===== config.mk =====
export PLATFORM = sky130hd
export DESIGN_NAME = uartp_serial_port
export DESIGN_NICKNAME = d
export VERILOG_FILES = /design/src/rtl/uartp_pkg.sv /design/src/rtl/uartp_fifo.sv /design/src/rtl/uartp_serial_port.sv
export SDC_FILE = /design/constraint.sdc
export NUM_CORES = 1
export LEC_CHECK = 0
export CORE_MARGIN = 5
export CORE_UTILIZATION = 40
export DETAILED_ROUTE_END_ITERATION = 10
export SLEW_MARGIN = 20
export SYNTH_ARGS = -nofsm -noshare
export SYNTH_HDL_FRONTEND = slang
export SYNTH_SLANG_ARGS = --single-unit

===== constraint.sdc =====
create_clock -name clk -period 3.6 [get_ports clk]
set_clock_uncertainty 0.15 [all_clocks]
set_input_delay 0.72 -clock clk [delete_from_list [all_inputs] [get_ports clk]]
set_output_delay 0.72 -clock clk [all_outputs]
set_load 0.1 [all_outputs]

===== src/rtl/uartp_pkg.sv =====
// Shared types and constants for the uartp serial port.
// UARTP_PARITY_EN selects 8E1 framing instead of 8N1.
package uartp_pkg;

  typedef enum logic [1:0] {
    UOP_STATUS = 2'b00,
    UOP_PUSH   = 2'b01,
    UOP_POP    = 2'b10,
    UOP_DIV    = 2'b11
  } uop_e;

  localparam int unsigned ST_RX_VALID   = 8;
  localparam int unsigned ST_TX_FULL    = 9;
  localparam int unsigned ST_RX_OVERRUN = 10;
  localparam int unsigned ST_TX_IDLE    = 11;
  localparam int unsigned ST_FRAME_ERR  = 12;

  typedef enum logic [2:0] {
    TX_IDLE,
    TX_START,
    TX_DATA,
    TX_PARITY,
    TX_STOP
  } tx_state_e;

  typedef enum logic [2:0] {
    RX_IDLE,
    RX_START,
    RX_DATA,
    RX_PARITY,
    RX_STOP
  } rx_state_e;

  localparam logic [15:0] DIV_MIN = 16'd2;

  // A divisor below two would leave no room for the half-bit sample point.
  function automatic logic [15:0] clamp_div(input logic [15:0] d);
    return (d < DIV_MIN) ? DIV_MIN : d;
  endfunction

endpackage


===== src/rtl/uartp_fifo.sv =====
// Small register-file FIFO with combinational head; a pop on a full FIFO
// lets a same-cycle push through so the count stays unchanged.
module uartp_fifo #(
  parameter int WIDTH = 8,
  parameter int DEPTH = 8
) (
  input  logic             clk,
  input  logic             rst_n,
  input  logic             push,
  input  logic [WIDTH-1:0] push_data,
  input  logic             pop,
  output logic             full,
  output logic             empty,
  output logic [WIDTH-1:0] head
);

  localparam int AW = $clog2(DEPTH);
  localparam logic [AW:0] FULL_COUNT = (AW+1)'(DEPTH);

  logic [WIDTH-1:0] mem_reg [DEPTH];
  logic [AW-1:0]    wr_ptr_reg;
  logic [AW-1:0]    rd_ptr_reg;
  logic [AW:0]      count_reg;
  logic             do_push;
  logic             do_pop;

  assign empty   = (count_reg == '0);
  assign full    = (count_reg == FULL_COUNT);
  assign do_pop  = pop && !empty;
  assign do_push = push && (!full || do_pop);
  assign head    = mem_reg[rd_ptr_reg];

  always_ff @(posedge clk) begin
    if (do_push) mem_reg[wr_ptr_reg] <= push_data;
  end

  always_ff @(posedge clk or negedge rst_n) begin
    if (!rst_n) begin
      wr_ptr_reg <= '0;
      rd_ptr_reg <= '0;
      count_reg  <= '0;
    end else begin
      if (do_push) wr_ptr_reg <= wr_ptr_reg + AW'(1);
      if (do_pop)  rd_ptr_reg <= rd_ptr_reg + AW'(1);
      case ({do_push, do_pop})
        2'b10:   count_reg <= count_reg + (AW+1)'(1);
        2'b01:   count_reg <= count_reg - (AW+1)'(1);
        default: count_reg <= count_reg;
      endcase
    end
  end

endmodule


===== src/rtl/uartp_serial_port.sv =====
// Memory-mapped UART: op-driven TX/RX FIFOs around 8N1 shifters.
// Define UARTP_PARITY_EN for 8E1 frames (even parity after the data bits).
module uartp_serial_port
  import uartp_pkg::*;
#(
  parameter int unsigned FIFO_DEPTH = 8,
  parameter logic [15:0] DIV_RESET  = 16'd868
) (
  input  logic        clk,
  input  logic        rst_n,
  input  logic [1:0]  uart_op,
  input  logic [31:0] data_in,
  output logic [31:0] data_out,
  input  logic        rx,
  output logic        tx
);

  uop_e        op;
  logic [15:0] div_reg;
  logic        unused_data_hi;

  assign op             = uop_e'(uart_op);
  assign unused_data_hi = ^data_in[31:16];

  always_ff @(posedge clk or negedge rst_n) begin
    if (!rst_n)              div_reg <= DIV_RESET;
    else if (op == UOP_DIV)  div_reg <= clamp_div(data_in[15:0]);
  end

  // ---------------- transmit ----------------
  logic        tx_push, tx_pop, tx_full, tx_empty, tx_bit_done, tx_idle;
  logic [7:0]  tx_head;
  tx_state_e   tx_state_reg;
  logic [15:0] tx_cnt_reg, tx_div_reg;
  logic [7:0]  tx_shift_reg;
  logic [2:0]  tx_bit_reg;
  logic        tx_reg;
`ifdef UARTP_PARITY_EN
  logic        tx_par_reg;
`endif

  assign tx_push     = (op == UOP_PUSH);
  assign tx_bit_done = (tx_cnt_reg == 16'd0);
  // Reloading straight out of the stop bit keeps queued frames gap-free.
  assign tx_pop      = !tx_empty &&
                       ((tx_state_reg == TX_IDLE) || (tx_state_reg == TX_STOP && tx_bit_done));
  assign tx_idle     = tx_empty && (tx_state_reg == TX_IDLE);
  assign tx          = tx_reg;

  uartp_fifo #(.WIDTH(8), .DEPTH(FIFO_DEPTH)) u_tx_fifo (
    .clk       (clk),
    .rst_n     (rst_n),
    .push      (tx_push),
    .push_data (data_in[7:0]),
    .pop       (tx_pop),
    .full      (tx_full),
    .empty     (tx_empty),
    .head      (tx_head)
  );

  always_ff @(posedge clk or negedge rst_n) begin
    if (!rst_n) begin
      tx_state_reg <= TX_IDLE;
      tx_cnt_reg   <= 16'd0;
      tx_div_reg   <= DIV_MIN;
      tx_shift_reg <= 8'h00;
      tx_bit_reg   <= 3'd0;
      tx_reg       <= 1'b1;
`ifdef UARTP_PARITY_EN
      tx_par_reg   <= 1'b0;
`endif
    end else begin
      case (tx_state_reg)
        TX_IDLE: tx_reg <= 1'b1;
        TX_START: begin
          if (tx_bit_done) begin
            tx_cnt_reg   <= tx_div_reg - 16'd1;
            tx_reg       <= tx_shift_reg[0];
            tx_bit_reg   <= 3'd0;
            tx_state_reg <= TX_DATA;
          end else begin
            tx_cnt_reg <= tx_cnt_reg - 16'd1;
          end
        end
        TX_DATA: begin
          if (tx_bit_done) begin
            tx_cnt_reg <= tx_div_reg - 16'd1;
            if (tx_bit_reg == 3'd7) begin
`ifdef UARTP_PARITY_EN
              tx_reg       <= tx_par_reg;
              tx_state_reg <= TX_PARITY;
`else
              tx_reg       <= 1'b1;
              tx_state_reg <= TX_STOP;
`endif
            end else begin
              tx_bit_reg   <= tx_bit_reg + 3'd1;
              tx_shift_reg <= tx_shift_reg >> 1;
              tx_reg       <= tx_shift_reg[1];
            end
          end else begin
            tx_cnt_reg <= tx_cnt_reg - 16'd1;
          end
        end
`ifdef UARTP_PARITY_EN
        TX_PARITY: begin
          if (tx_bit_done) begin
            tx_cnt_reg   <= tx_div_reg - 16'd1;
            tx_reg       <= 1'b1;
            tx_state_reg <= TX_STOP;
          end else begin
            tx_cnt_reg <= tx_cnt_reg - 16'd1;
          end
        end
`endif
        TX_STOP: begin
          if (tx_bit_done) begin
            tx_reg       <= 1'b1;
            tx_state_reg <= TX_IDLE;
          end else begin
            tx_cnt_reg <= tx_cnt_reg - 16'd1;
          end
        end
        default: begin
          tx_reg       <= 1'b1;
          tx_state_reg <= TX_IDLE;
        end
      endcase
      // The divisor is captured here so a mid-frame op 11 cannot stretch bits.
      if (tx_pop) begin
        tx_state_reg <= TX_START;
        tx_div_reg   <= div_reg;
        tx_cnt_reg   <= div_reg - 16'd1;
        tx_shift_reg <= tx_head;
        tx_reg       <= 1'b0;
`ifdef UARTP_PARITY_EN
        tx_par_reg   <= ^tx_head;
`endif
      end
    end
  end

  // ---------------- receive ----------------
  logic        rx_meta_reg, rx_sync_reg, rx_prev_reg;
  logic        rx_fall, rx_bit_done, rx_stop_sample, rx_good, rx_bad;
  logic        rx_pop, rx_full, rx_empty, overrun_set;
  logic [7:0]  rx_head;
  rx_state_e   rx_state_reg;
  logic [15:0] rx_cnt_reg, rx_div_reg;
  logic [7:0]  rx_shift_reg;
  logic [2:0]  rx_bit_reg;
  logic        rx_overrun_reg, frame_err_reg;
`ifdef UARTP_PARITY_EN
  logic        rx_par_err_reg;
`endif

  always_ff @(posedge clk or negedge rst_n) begin
    if (!rst_n) begin
      rx_meta_reg <= 1'b1;
      rx_sync_reg <= 1'b1;
      rx_prev_reg <= 1'b1;
    end else begin
      rx_meta_reg <= rx;
      rx_sync_reg <= rx_meta_reg;
      rx_prev_reg <= rx_sync_reg;
    end
  end

  assign rx_fall        = rx_prev_reg && !rx_sync_reg;
  assign rx_bit_done    = (rx_cnt_reg == 16'd0);
  assign rx_stop_sample = (rx_state_reg == RX_STOP) && rx_bit_done;
`ifdef UARTP_PARITY_EN
  assign rx_good        = rx_stop_sample && rx_sync_reg && !rx_par_err_reg;
`else
  assign rx_good        = rx_stop_sample && rx_sync_reg;
`endif
  assign rx_bad         = rx_stop_sample && !rx_good;
  assign rx_pop         = (op == UOP_POP);
  // A pop on a full FIFO frees the slot, so only a pop-less arrival overruns.
  assign overrun_set    = rx_good && rx_full && !rx_pop;

  uartp_fifo #(.WIDTH(8), .DEPTH(FIFO_DEPTH)) u_rx_fifo (
    .clk       (clk),
    .rst_n     (rst_n),
    .push      (rx_good),
    .push_data (rx_shift_reg),
    .pop       (rx_pop),
    .full      (rx_full),
    .empty     (rx_empty),
    .head      (rx_head)
  );

  always_ff @(posedge clk or negedge rst_n) begin
    if (!rst_n) begin
      rx_state_reg <= RX_IDLE;
      rx_cnt_reg   <= 16'd0;
      rx_div_reg   <= DIV_MIN;
      rx_shift_reg <= 8'h00;
      rx_bit_reg   <= 3'd0;
`ifdef UARTP_PARITY_EN
      rx_par_err_reg <= 1'b0;
`endif
    end else begin
      case (rx_state_reg)
        RX_IDLE: begin
          if (rx_fall) begin
            rx_div_reg   <= div_reg;
            rx_cnt_reg   <= (div_reg >> 1) - 16'd1;
            rx_state_reg <= RX_START;
          end
        end
        RX_START: begin
          if (rx_bit_done) begin
            if (rx_sync_reg) begin
              rx_state_reg <= RX_IDLE;
            end else begin
              rx_cnt_reg   <= rx_div_reg - 16'd1;
              rx_bit_reg   <= 3'd0;
              rx_state_reg <= RX_DATA;
            end
          end else begin
            rx_cnt_reg <= rx_cnt_reg - 16'd1;
          end
        end
        RX_DATA: begin
          if (rx_bit_done) begin
            rx_shift_reg <= {rx_sync_reg, rx_shift_reg[7:1]};
            rx_cnt_reg   <= rx_div_reg - 16'd1;
            if (rx_bit_reg == 3'd7) begin
`ifdef UARTP_PARITY_EN
              rx_state_reg <= RX_PARITY;
`else
              rx_state_reg <= RX_STOP;
`endif
            end else begin
              rx_bit_reg <= rx_bit_reg + 3'd1;
            end
          end else begin
            rx_cnt_reg <= rx_cnt_reg - 16'd1;
          end
        end
`ifdef UARTP_PARITY_EN
        RX_PARITY: begin
          if (rx_bit_done) begin
            rx_par_err_reg <= rx_sync_reg ^ (^rx_shift_reg);
            rx_cnt_reg     <= rx_div_reg - 16'd1;
            rx_state_reg   <= RX_STOP;
          end else begin
            rx_cnt_reg <= rx_cnt_reg - 16'd1;
          end
        end
`endif
        RX_STOP: begin
          if (rx_bit_done) rx_state_reg <= RX_IDLE;
          else             rx_cnt_reg   <= rx_cnt_reg - 16'd1;
        end
        default: rx_state_reg <= RX_IDLE;
      endcase
    end
  end

  // Pop clears the sticky flags; a new error in the same cycle still wins.
  always_ff @(posedge clk or negedge rst_n) begin
    if (!rst_n) begin
      rx_overrun_reg <= 1'b0;
      frame_err_reg  <= 1'b0;
    end else begin
      if (rx_pop) begin
        rx_overrun_reg <= 1'b0;
        frame_err_reg  <= 1'b0;
      end
      if (overrun_set) rx_overrun_reg <= 1'b1;
      if (rx_bad)      frame_err_reg  <= 1'b1;
    end
  end

  always_comb begin
    data_out                = 32'h0000_0000;
    data_out[7:0]           = rx_empty ? 8'h00 : rx_head;
    data_out[ST_RX_VALID]   = !rx_empty;
    data_out[ST_TX_FULL]    = tx_full;
    data_out[ST_RX_OVERRUN] = rx_overrun_reg;
    data_out[ST_TX_IDLE]    = tx_idle;
    data_out[ST_FRAME_ERR]  = frame_err_reg;
  end

endmodule

## Yosys cells after proc, flatten, opt, wreduce, memory -nomap -nowiden

Memories as Yosys holds them, arrays and structs flattened.
Index checks and enable logic that the tools add are counted.

| cells by class | value |
|---|---|
| div/mod/pow operators | 0 |
| order comparisons | 1 |
| reductions and logical operators | 50 |
| shifts and indexed selects | 0 |
| add/subtract/negate cells | 16 |
| equality and inequality tests | 36 |
| multiply operators | 0 |
| bitwise operators | 0 |
| muxes and demuxes | 52 |

Operator list:

| kind | count |
|---|---|
| two-way mux 16 bit | 9 |
| subtractor 16 x 1 -> 16 bit (second input constant) | 5 |
| case mux 16 bit (4 select lines) | 1 |
| two-way mux 3 bit | 16 |
| two-way mux 8 bit | 5 |
| zero test 16 bit | 2 |
| case mux 16 bit (2 select lines) | 1 |
| case mux 3 bit (4 select lines) | 2 |
| inequality test 2 bit (second input constant) | 11 |
| adder 3 x 1 -> 3 bit (second input constant) | 6 |
| < comparator 16 x 2 -> 1 bit (second input constant) | 1 |
| case mux 4 bit (2 select lines) | 2 |
| nonzero test 2 bit | 8 |
| subtractor 15 x 1 -> 16 bit (second input constant) | 1 |
| inequality test 3 x 2 -> 1 bit (second input constant) | 5 |
| AND reduction 5 bit | 3 |
| logical AND 1 bit | 13 |
| equality test 3 bit (second input constant) | 4 |
| two-way mux 1 bit | 12 |
| case mux 3 bit (2 select lines) | 2 |
| adder 4 x 1 -> 4 bit (second input constant) | 2 |
| equality test 2 bit (second input constant) | 4 |
| equality test 4 bit (second input constant) | 2 |
| zero test 4 bit | 2 |
| other kinds (17) | 36 |

| storage, ports and cells | value |
|---|---|
| memory bits (read-only) | 0 |
| bits in latches | 0 |
| memory bits (writable) | 128 |
| flip-flop bits (word level) | 134 |
| word-level logic and storage cells | 180 |
| input port bits | 37 |
| memories kept | 2 |

Memory list:

| memory | depth | width | rd ports | clocked after Yosys merged registers in | wr ports | line | source |
|---|---|---|---|---|---|---|---|
| u_rx_fifo.mem_reg | 8 | 8 | 1 | 0 | 1 | uartp_fifo.sv:20 | `logic [WIDTH-1:0] mem_reg [DEPTH];` |
| u_tx_fifo.mem_reg | 8 | 8 | 1 | 0 | 1 | uartp_fifo.sv:20 |  |

## Logic depth before layout (Yosys ltp)

Gate-level depths: netlist of run 1.

| depth | value |
|---|---|
| word-level depth | 9 |
| mapped depth | 16 |
| mapped depth without buffers | 14 |

## By module

From an unflattened synthesis of run 1, not the netlist that was laid out.

| unflattened totals | value |
|---|---|
| cells, all modules | 1,109 |
| area, all modules | 13,265.2 µm² |

Modules (own cells, without submodules):

| module | instances | cells each | area each (µm²) |
|---|---|---|---|
| uartp_serial_port | 1 | 789 | 7,116.8 |
| uartp_fifo | 2 | 160 | 3,074.2 |

## Least setup slack after synthesis of run 1

No wires, ideal clock.

| path | value |
|---|---|
| kind | register to output |
| start | reg u_rx_fifo.rd_ptr_reg[0] |
| end | out data_out[6] |
| path slack | 34 ps |
| buffers on the path | 2 |
| stages on the path, launching flop included | 6 |
| arrival time | 2,696 ps |
| path through | dfrtp_1 > clkbuf_1 > buf_2 > mux4_2 > mux2i_1 > nor2_1 |

| on the way | value |
|---|---|
| cells in the longest elaborated chain, start to end | 2 |

Ends and longest elaborated chain:

| what | line | source |
|---|---|---|
| start: declaration | uartp_fifo.sv:22 | `logic [AW-1:0] rd_ptr_reg;` |
| start signal: assignment | uartp_fifo.sv:44 | `if (do_pop) rd_ptr_reg <= rd_ptr_reg + AW'(1);` |
| memory (8 x 8 bit) | - |  |
| two-way mux 8 bit | uartp_serial_port.sv:279 | `data_out[7:0] = rx_empty ? 8'h00 : rx_head;` |
| end: declaration | uartp_serial_port.sv:13 | `output logic [31:0] data_out,` |

Every way passes these cells.

## Worst setup path after layout of run 1

| path | value |
|---|---|
| start | reg tx_cnt_reg[2] |
| end | reg u_tx_fifo.count_reg[3] |

| on the way | value |
|---|---|
| cells in the longest elaborated chain, start to end | 9 |
| elaborated cells between the ends (all ways) | 11 |

Ends and longest elaborated chain:

| what | line | source |
|---|---|---|
| start: declaration | uartp_serial_port.sv:34 | `logic [15:0] tx_cnt_reg, tx_div_reg;` |
| start signal: assignment | uartp_serial_port.sv:77 | `tx_cnt_reg <= tx_div_reg - 16'd1;` |
| start signal: assignment | uartp_serial_port.sv:82 | `tx_cnt_reg <= tx_cnt_reg - 16'd1;` |
| start signal: assignment | uartp_serial_port.sv:87 | `tx_cnt_reg <= tx_div_reg - 16'd1;` |
| zero test 16 bit * | uartp_serial_port.sv:43 | `assign tx_bit_done = (tx_cnt_reg == 16'd0);` |
| logical AND 1 bit * | uartp_serial_port.sv:46 | `((tx_state_reg == TX_IDLE) \|\| (tx_state_reg == TX_STOP && tx_bit_done));` |
| logical OR 1 bit * | uartp_serial_port.sv:46 |  |
| logical AND 1 bit * | uartp_serial_port.sv:45 | `assign tx_pop = !tx_empty &&` |
| logical AND 1 bit * | uartp_fifo.sv:29 | `assign do_pop = pop && !empty;` |
| logical OR 1 bit | uartp_fifo.sv:30 | `assign do_push = push && (!full \|\| do_pop);` |
| logical AND 1 bit | uartp_fifo.sv:30 |  |
| equality test 2 x 1 -> 1 bit / equality test 2 bit (equally long branches) | uartp_fifo.sv:45 | `case ({do_push, do_pop})` |
| case mux 4 bit (2 select lines) / nonzero test 2 bit (equally long branches) | - |  |
| end signal: assignment | uartp_fifo.sv:46 | `2'b10: count_reg <= count_reg + (AW+1)'(1);` |
| end signal: assignment | uartp_fifo.sv:47 | `2'b01: count_reg <= count_reg - (AW+1)'(1);` |
| end signal: assignment | uartp_fifo.sv:48 | `default: count_reg <= count_reg;` |
| end: declaration | uartp_fifo.sv:23 | `logic [AW:0] count_reg;` |

Every way passes the cells marked *; elsewhere a longest branch is shown, timed or not.
A chain may end at the register's enable or synchronous reset.

==> impl_summary.log, run 1 <==
[metrics] status: finished, final reports clean
[metrics] Total GRT Usage: 15.8%
[metrics] post-synthesis instance area: 13,100 um2
[metrics] final setup violating endpoints: 0
[metrics] via density per instance: 5.27
[metrics] number of global-route vias before repair: 8,476
[metrics] Detailed Place HPWL: 19,800 um
[metrics] number of inserted filler cells in the final layout: 2,914
[metrics] most used cells in the layout excluding fill and tap cells: 128 x edfxtp_1, 123 x dfrtp_1, 115 x nand2_1
[metrics] number of antenna violations at the first check in global routing: 0
[metrics] total number of yosys warnings: 0
[metrics] setup TNS: 0 ns
[metrics] DR pass1 iterations: 5
[metrics] total DRC errors in the routed layout: 0
[metrics] GR Overflow Total: 0
[metrics] number of non-filler instances in the completed layout: 1,616
[metrics] count of boundary I/O pins: 70
[metrics] max-slew violations: 0
[metrics] share of flip-flops with an asynchronous set or reset after synthesis: 51.1%
[metrics] mean instance size in the synthesized netlist: 11.9 um2
[metrics] Maximum Capacitance Violations: 0
[metrics] cts bufs inserted: 29
[metrics] wire length of the first global-routing pass: 46,600 um
[metrics] post-synthesis cell type count: 77
[metrics] hold violation count in the final report: 0
[metrics] Reg2Reg Setup Slack: 0.42 ns
[metrics] routed wire length per instance: 17.9 um
[metrics] PostCTS Resize Cnt: 0
[metrics] final worst path period need: 3.18 ns
[metrics] power density relative to cell area: 695 nW/um2
[metrics] DR iter-0 viols: 631
[metrics] horizontal extent of the die: 191 um
[metrics] worst hold path type: input pin to asynchronous set/reset pin
[metrics] largest net degree at the start of global routing: 68
[metrics] Peak Freq: 0.314 GHz
[metrics] number of buffer cells added on primary ports: 34
[metrics] post-route antenna net violation count: 0
[metrics] fraction of final layout cells sized beyond drive strength 1: 18.0%
[metrics] routability cong.: 0.858
[metrics] Post CTS Setup Buffer Count: 0
[metrics] worst slew pin tran: 0.795 ns
[metrics] clk slew on worst S/H paths: 0.06 ns
[metrics] element type at the critical path end: flop
[metrics] data arrival time of the critical path: 3.46 ns
[metrics] floorplan die area: 36,600 um2
[metrics] maximum count of clock buffers along a single path: 3
[metrics] overall power of the completed layout: 10,400 uW
[metrics] type of the worst setup path: flop to flop
[metrics] EDFF count, synth: 128
[metrics] FP Rows: 66
[metrics] startpoint class of the critical path: flop
[metrics] H-tree levels: 1
[metrics] tightest hold margin: 0.0330 ns
[metrics] final critical-path share of the clock period: 88.4%
[metrics] Worst EP required: 3.88 ns
[metrics] headroom to the max-slew limit: 47.0%
[metrics] initial core utilization: 40.5%
[metrics] peak supply drop: 337 uV
[metrics] count of hold-fix buffers inserted at cts: 0
[metrics] RSZ-0062 raised after global routing: no
[metrics] maximum fanout along the worst path: 6
[metrics] Antenna Cells: 0
[metrics] cell count after placement: 1,562
[metrics] synthesis-to-layout area growth: 14.2%
[metrics] ys flop type: edfxtp_1
[metrics] y dimension of the die: 191 um
[metrics] CTS tree: built
[metrics] final-stage net count: 1,213
[metrics] Leak: 0.00563 uW
[metrics] FF+latch count, synth: 262
[metrics] commonest non-fill, non-tap cell in the layout: edfxtp_1
[metrics] cell count after synthesis: 1,102
[metrics] setup slack after placement: 0.263 ns
[metrics] worst skew pair latency: 0.54 ns
[metrics] post-route setup slack: 0.419 ns
[metrics] total routed wirelength: 28,900 um
[metrics] DR vias: 8,524
[metrics] sequential fraction of the synthesis area: 54.9%
[metrics] clk sinks: 262
[metrics] Core Region: 32,500 um2
[metrics] cell at the root of the clock tree: clkbuf_16
logic make-up after synthesis:
kind of cell	count (synthesis)	share of synthesized area (%)
and+or+nand+nor	376	14.8
DFF	262	54.9
AOI/OAI and AO/OA	160	7.83
buffers and inverters	103	3.98
muxes	95	10.7
xor gates and xnor gates	80	5.33
adders and majority gates	25	2.50
other	1	0.0285
final timing paths:
kind | start | end | depth (start not counted)
setup / recovery | tx_cnt_reg[2]$_DFFE_PN0P_ | u_tx_fifo.count_reg[3]$_DFFE_PN0P_ | 12
hold / removal | rst_n | u_tx_fifo.rd_ptr_reg[0]$_DFFE_PN0P_ | 1
setup reg to reg | tx_cnt_reg[2]$_DFFE_PN0P_ | u_tx_fifo.count_reg[3]$_DFFE_PN0P_ | 12
hold reg to reg | rx_meta_reg$_DFF_PN1_ | rx_sync_reg$_DFF_PN1_ | 0
max in group asynchronous | rst_n | tx_div_reg[11]$_DFFE_PN0P_ | 2
min in group clk | rx_meta_reg$_DFF_PN1_ | rx_sync_reg$_DFF_PN1_ | 0
where the power goes:
part	switching, uW	internal, uW
Clock	1190	1840
Combinational	1630	1320
Sequential	745	3710
Total	3560	6860
cell type report:
cell class / count / area (um2) / share of cell area, %
Clock buffer: 33 / 741 / 4.94
Clock inverter: 21 / 240 / 1.60
Inverter: 25 / 93.8 / 0.626
Multi-Input combinational cell: 755 / 5480 / 36.5
Sequential cell: 262 / 7210 / 48.1
Tap cell: 442 / 553 / 3.69
Timing Repair Buffer: 78 / 687 / 4.58
through the flow:
stage	utilization (%)	cell area (um2)
3_3_place_gp	43.2	14000
5_1_grt	46.2	15000
6_report	46.2	15000
4_1_cts	46.2	15000
3_5_place_dp	43.2	14000
2_1_floorplan	-	13200
per-layer routing:
metal	global-route usage (%)	share of wire, %	up-vias
met4	3.01	1.5	0
met1	23.6	48	4206
li1	-	-	4097
met3	2.01	4.3	33
met5	0	0	-
met2	25.2	46	188
worst max-delay path, stage by stage, from the launching register on:
cell	delay, ns
dfrtp_1	0.46
nor4_4	0.42
and3_1	0.34
a21boi_1	0.16
o31ai_4	0.25
nand2_1	0.12
ha_1	0.23
ha_1	0.27
a21o_1	0.17
a21oi_1	0.16
xnor2_1	0.13
nor2_1	0.06
xor2_1	0.14
synth_stat cells, drive strengths merged (9+ instances only):
master / instances / area (um2)
a211oi: 11 / 82.6
a21oi: 24 / 120
a31oi: 15 / 93.8
buf: 50 / 323
clkbuf: 28 / 106
dfrtp: 123 / 3080
dfstp: 11 / 289
edfxtp: 128 / 3840
ha: 23 / 288
inv: 25 / 93.8
mux2: 41 / 462
mux2i: 22 / 220
mux4: 32 / 721
nand2: 115 / 432
nand2b: 13 / 88.8
nand3: 22 / 110
nor2: 97 / 364
nor2b: 9 / 56.3
nor3: 37 / 195
nor4: 27 / 248
o21ai: 55 / 275
o22ai: 13 / 81.3
or3: 9 / 61.3
xnor2: 42 / 368
xor2: 38 / 333
Power figures use the tool's default switching activity.
==> run 2: changes to the inputs <==
Settings changed: GPL_TIMING_DRIVEN set to 0.
==> run 2 against run 1 <==
Compared with the run above: non-clock buffer count up 39; critical path depth up 1; register-to-register slack got worse by 0.28 ns; clock power about the same; combinational power increased by 7.8%; hold slack improved by 0.17 ns; die area stayed put; flip-flop and latch count is the same; critical endpoint unchanged.
==> impl_summary.log, run 2 (synthesized netlist as in run 1, its figures left out) <==
[metrics] status: finished, final reports clean
[metrics] type of the worst setup path: flop to flop
[metrics] overall power of the completed layout: 10,500 uW
[metrics] Leak: 0.00571 uW
[metrics] headroom to the max-slew limit: 32.3%
[metrics] final standard cell utilization of the core: 46.7%
[metrics] FP Rows: 66
[metrics] Worst EP required: 3.88 ns
[metrics] maximum fanout along the worst path: 7
[metrics] initial core utilization: 40.5%
[metrics] amount of wire on met3 after detailed routing: 1180 um
[metrics] max-slew violations: 0
[metrics] total routed wirelength: 30,300 um
[metrics] DR pass1 iterations: 5
[metrics] Total GRT Usage: 16.8%
[metrics] Antenna Cells: 0
[metrics] cts bufs inserted: 29
[metrics] total DRC errors in the routed layout: 0
[metrics] Maximum Capacitance Violations: 0
[metrics] largest net degree at the start of global routing: 84
[metrics] DR vias: 8,675
[metrics] kind of cell adding the most delay to the critical path: compound AO/OA/AOI/OAI gates
[metrics] Net Sw Frac: 35.2%
[metrics] RSZ-0062 raised after global routing: yes
[metrics] DR iter-0 viols: 615
[metrics] GR Overflow Total: 0
[metrics] worst hold path type: flop to flop
[metrics] routability cong.: 0.822
[metrics] maximum count of clock buffers along a single path: 3
[metrics] via density per instance: 5.24
[metrics] Critical path buffers and inverters: 1
[metrics] area after detailed placement: 14,200 um2
[metrics] cell count after placement: 1,599
[metrics] cell at the root of the clock tree: clkbuf_16
[metrics] worst slew pin tran: 1.01 ns
[metrics] share of total power in sequential cells: 41.2%
[metrics] number of buffer cells added on primary ports: 34
[metrics] master of the slowest instance on the critical path: dfrtp_1
[metrics] wire length on met2: 13,800 um
[metrics] clk slew on worst S/H paths: 0.06 ns
[metrics] Core Region: 32,500 um2
[metrics] routed wire length per instance: 18.3 um
[metrics] count of boundary I/O pins: 70
[metrics] power density relative to cell area: 690 nW/um2
[metrics] data arrival time of the critical path: 3.74 ns
[metrics] synthesis-to-layout area growth: 15.5%
[metrics] clk sinks: 262
[metrics] final setup violating endpoints: 0
[metrics] y dimension of the die: 191 um
[metrics] cell repeated most along the worst path: ha_1
[metrics] final critical-path share of the clock period: 96.2%
[metrics] fraction of final layout cells sized beyond drive strength 1: 19.0%
[metrics] floorplan die area: 36,600 um2
[metrics] internal power component: 6780 uW
[metrics] number of global-route vias before repair: 8,621
[metrics] portion of total power attributed to the clock network: 28.5%
[metrics] startpoint class of the critical path: flop
[metrics] switching power: 3690 uW
[metrics] post-route cell area: 15,200 um2
[metrics] peak supply drop: 407 uV
[metrics] worst path cell trace: nor4_4, buf_4, and3_1, a21boi_1, o31ai_4, nand2_2, ha_1, ha_1, a21o_1, a21oi_1, xnor2_1, nor2_1, xor2_1
[metrics] Detailed Place HPWL: 20,900 um
[metrics] CTS tree: built
[metrics] slowest cell delay on critical path: 0.46 ns
[metrics] relative contribution of combinational cells to total power: 30.2%
[metrics] worst skew pair latency: 0.55 ns
[metrics] most used cells in the layout excluding fill and tap cells: 128 x edfxtp_1, 123 x dfrtp_1, 113 x nand2_1
[metrics] tightest hold margin: 0.204 ns
[metrics] post-route antenna net violation count: 0
[metrics] H-tree levels: 1
[metrics] wire length of the first global-routing pass: 48,900 um
[metrics] commonest non-fill, non-tap cell in the layout: edfxtp_1
[metrics] hold violation count in the final report: 0
[metrics] highest signal layer in the routed design: met4
[metrics] element type at the critical path end: flop
[metrics] Peak Freq: 0.289 GHz
[metrics] final-stage net count: 1,252
[metrics] number of non-filler instances in the completed layout: 1,655
[metrics] number of antenna violations at the first check in global routing: 0
[metrics] final worst path period need: 3.46 ns
[metrics] horizontal extent of the die: 191 um
[metrics] Met1 Wirelength: 14,800 um
## run 2: cell types whose count changed in the layout (fill, tap and decap cells not counted), moves of 4 or more
cell	previous run	this run
nor3_1	35	29
clkbuf_1	4	30
buf_4	54	30
nor3_2	2	8
buf_2	0	26
buf_12	4	0
clkinv_1	6	2
## run 2: final timing paths
| path | start | endpoint | slack, ns | cells past startpoint |
|---|---|---|---|---|
| min in group asynchronous | rst_n | div_reg[12]$_DFFE_PN0N_ | 0.53 | 2 |
| worst min-delay path | rx_meta_reg$_DFF_PN1_ | rx_sync_reg$_DFF_PN1_ | 0.20 | 0 |
| worst max register to register | tx_cnt_reg[2]$_DFFE_PN0P_ | u_tx_fifo.count_reg[3]$_DFFE_PN0P_ | 0.14 | 13 |
| worst max-delay path | tx_cnt_reg[2]$_DFFE_PN0P_ | u_tx_fifo.count_reg[3]$_DFFE_PN0P_ | 0.14 | 13 |
| worst min register to register | rx_meta_reg$_DFF_PN1_ | rx_sync_reg$_DFF_PN1_ | 0.20 | 0 |
| max in group asynchronous | rst_n | tx$_DFFE_PN1P_ | 1.98 | 3 |
## run 2: what timing repair did
| action | 4_1_cts | 5_1_grt |
|---|---|---|
| resized for setup | 51 | 6 |
| hold endpoints to repair | 48 | 0 |
| hold buffers | 1 | 0 |
| endpoints found under the setup margin | 11 | 4 |
| setup buffers | 0 | 1 |
| pin swaps | 1 | 1 |
## run 2: metrics by stage
stage	setup TNS [ns]	setup slack, ns
3_5_place_dp	-4.56	-0.629
6_report	0	0.139
5_1_grt	-0.0103	-0.0103
2_1_floorplan	0	0.0340
3_3_place_gp	-539.17	-4.07
4_1_cts	0	0.00433
## run 2: worst reg2reg max path, delay by kind of cell (launching register included)
kind                       cells  cell delay [ns]
and+or+nand+nor                4             0.86
adders and majority gates      2             0.54
DFF                            1             0.46
AOI/OAI and AO/OA              4             0.89
xor gates and xnor gates       2             0.27
buffers and inverters          1             0.18
## run 2: final cells by class
cell class | instances | area, um2
inverters | 25 | 93.8
well taps | 442 | 553
fillers | 2966 | 17300
clock buffers | 35 | 748
clock inverters | 19 | 214
multi-input cells | 755 | 5540
repair buffers | 39 | 365
flip-flops and latches | 262 | 7210
plain buffers | 78 | 442
## run 2: per-layer routing
layer	vias up	GRT usage, %
li1	4180	-
met1	4294	25.3
met2	163	25.8
met3	38	2.43
met4	0	3.65
met5	-	0
## run 2: power groups by stage
| stage | Clock (uW) | Sequential (uW) | Combinational (uW) |
|---|---|---|---|
| global route | 3200 | 4400 | 3520 |
| detailed placement | 0 | 4350 | 3190 |
| global placement | 0 | 4310 | 3130 |
| finish | 2990 | 4310 | 3170 |
| CTS | 3060 | 4300 | 3190 |
| floorplan | 0 | 4220 | 2420 |
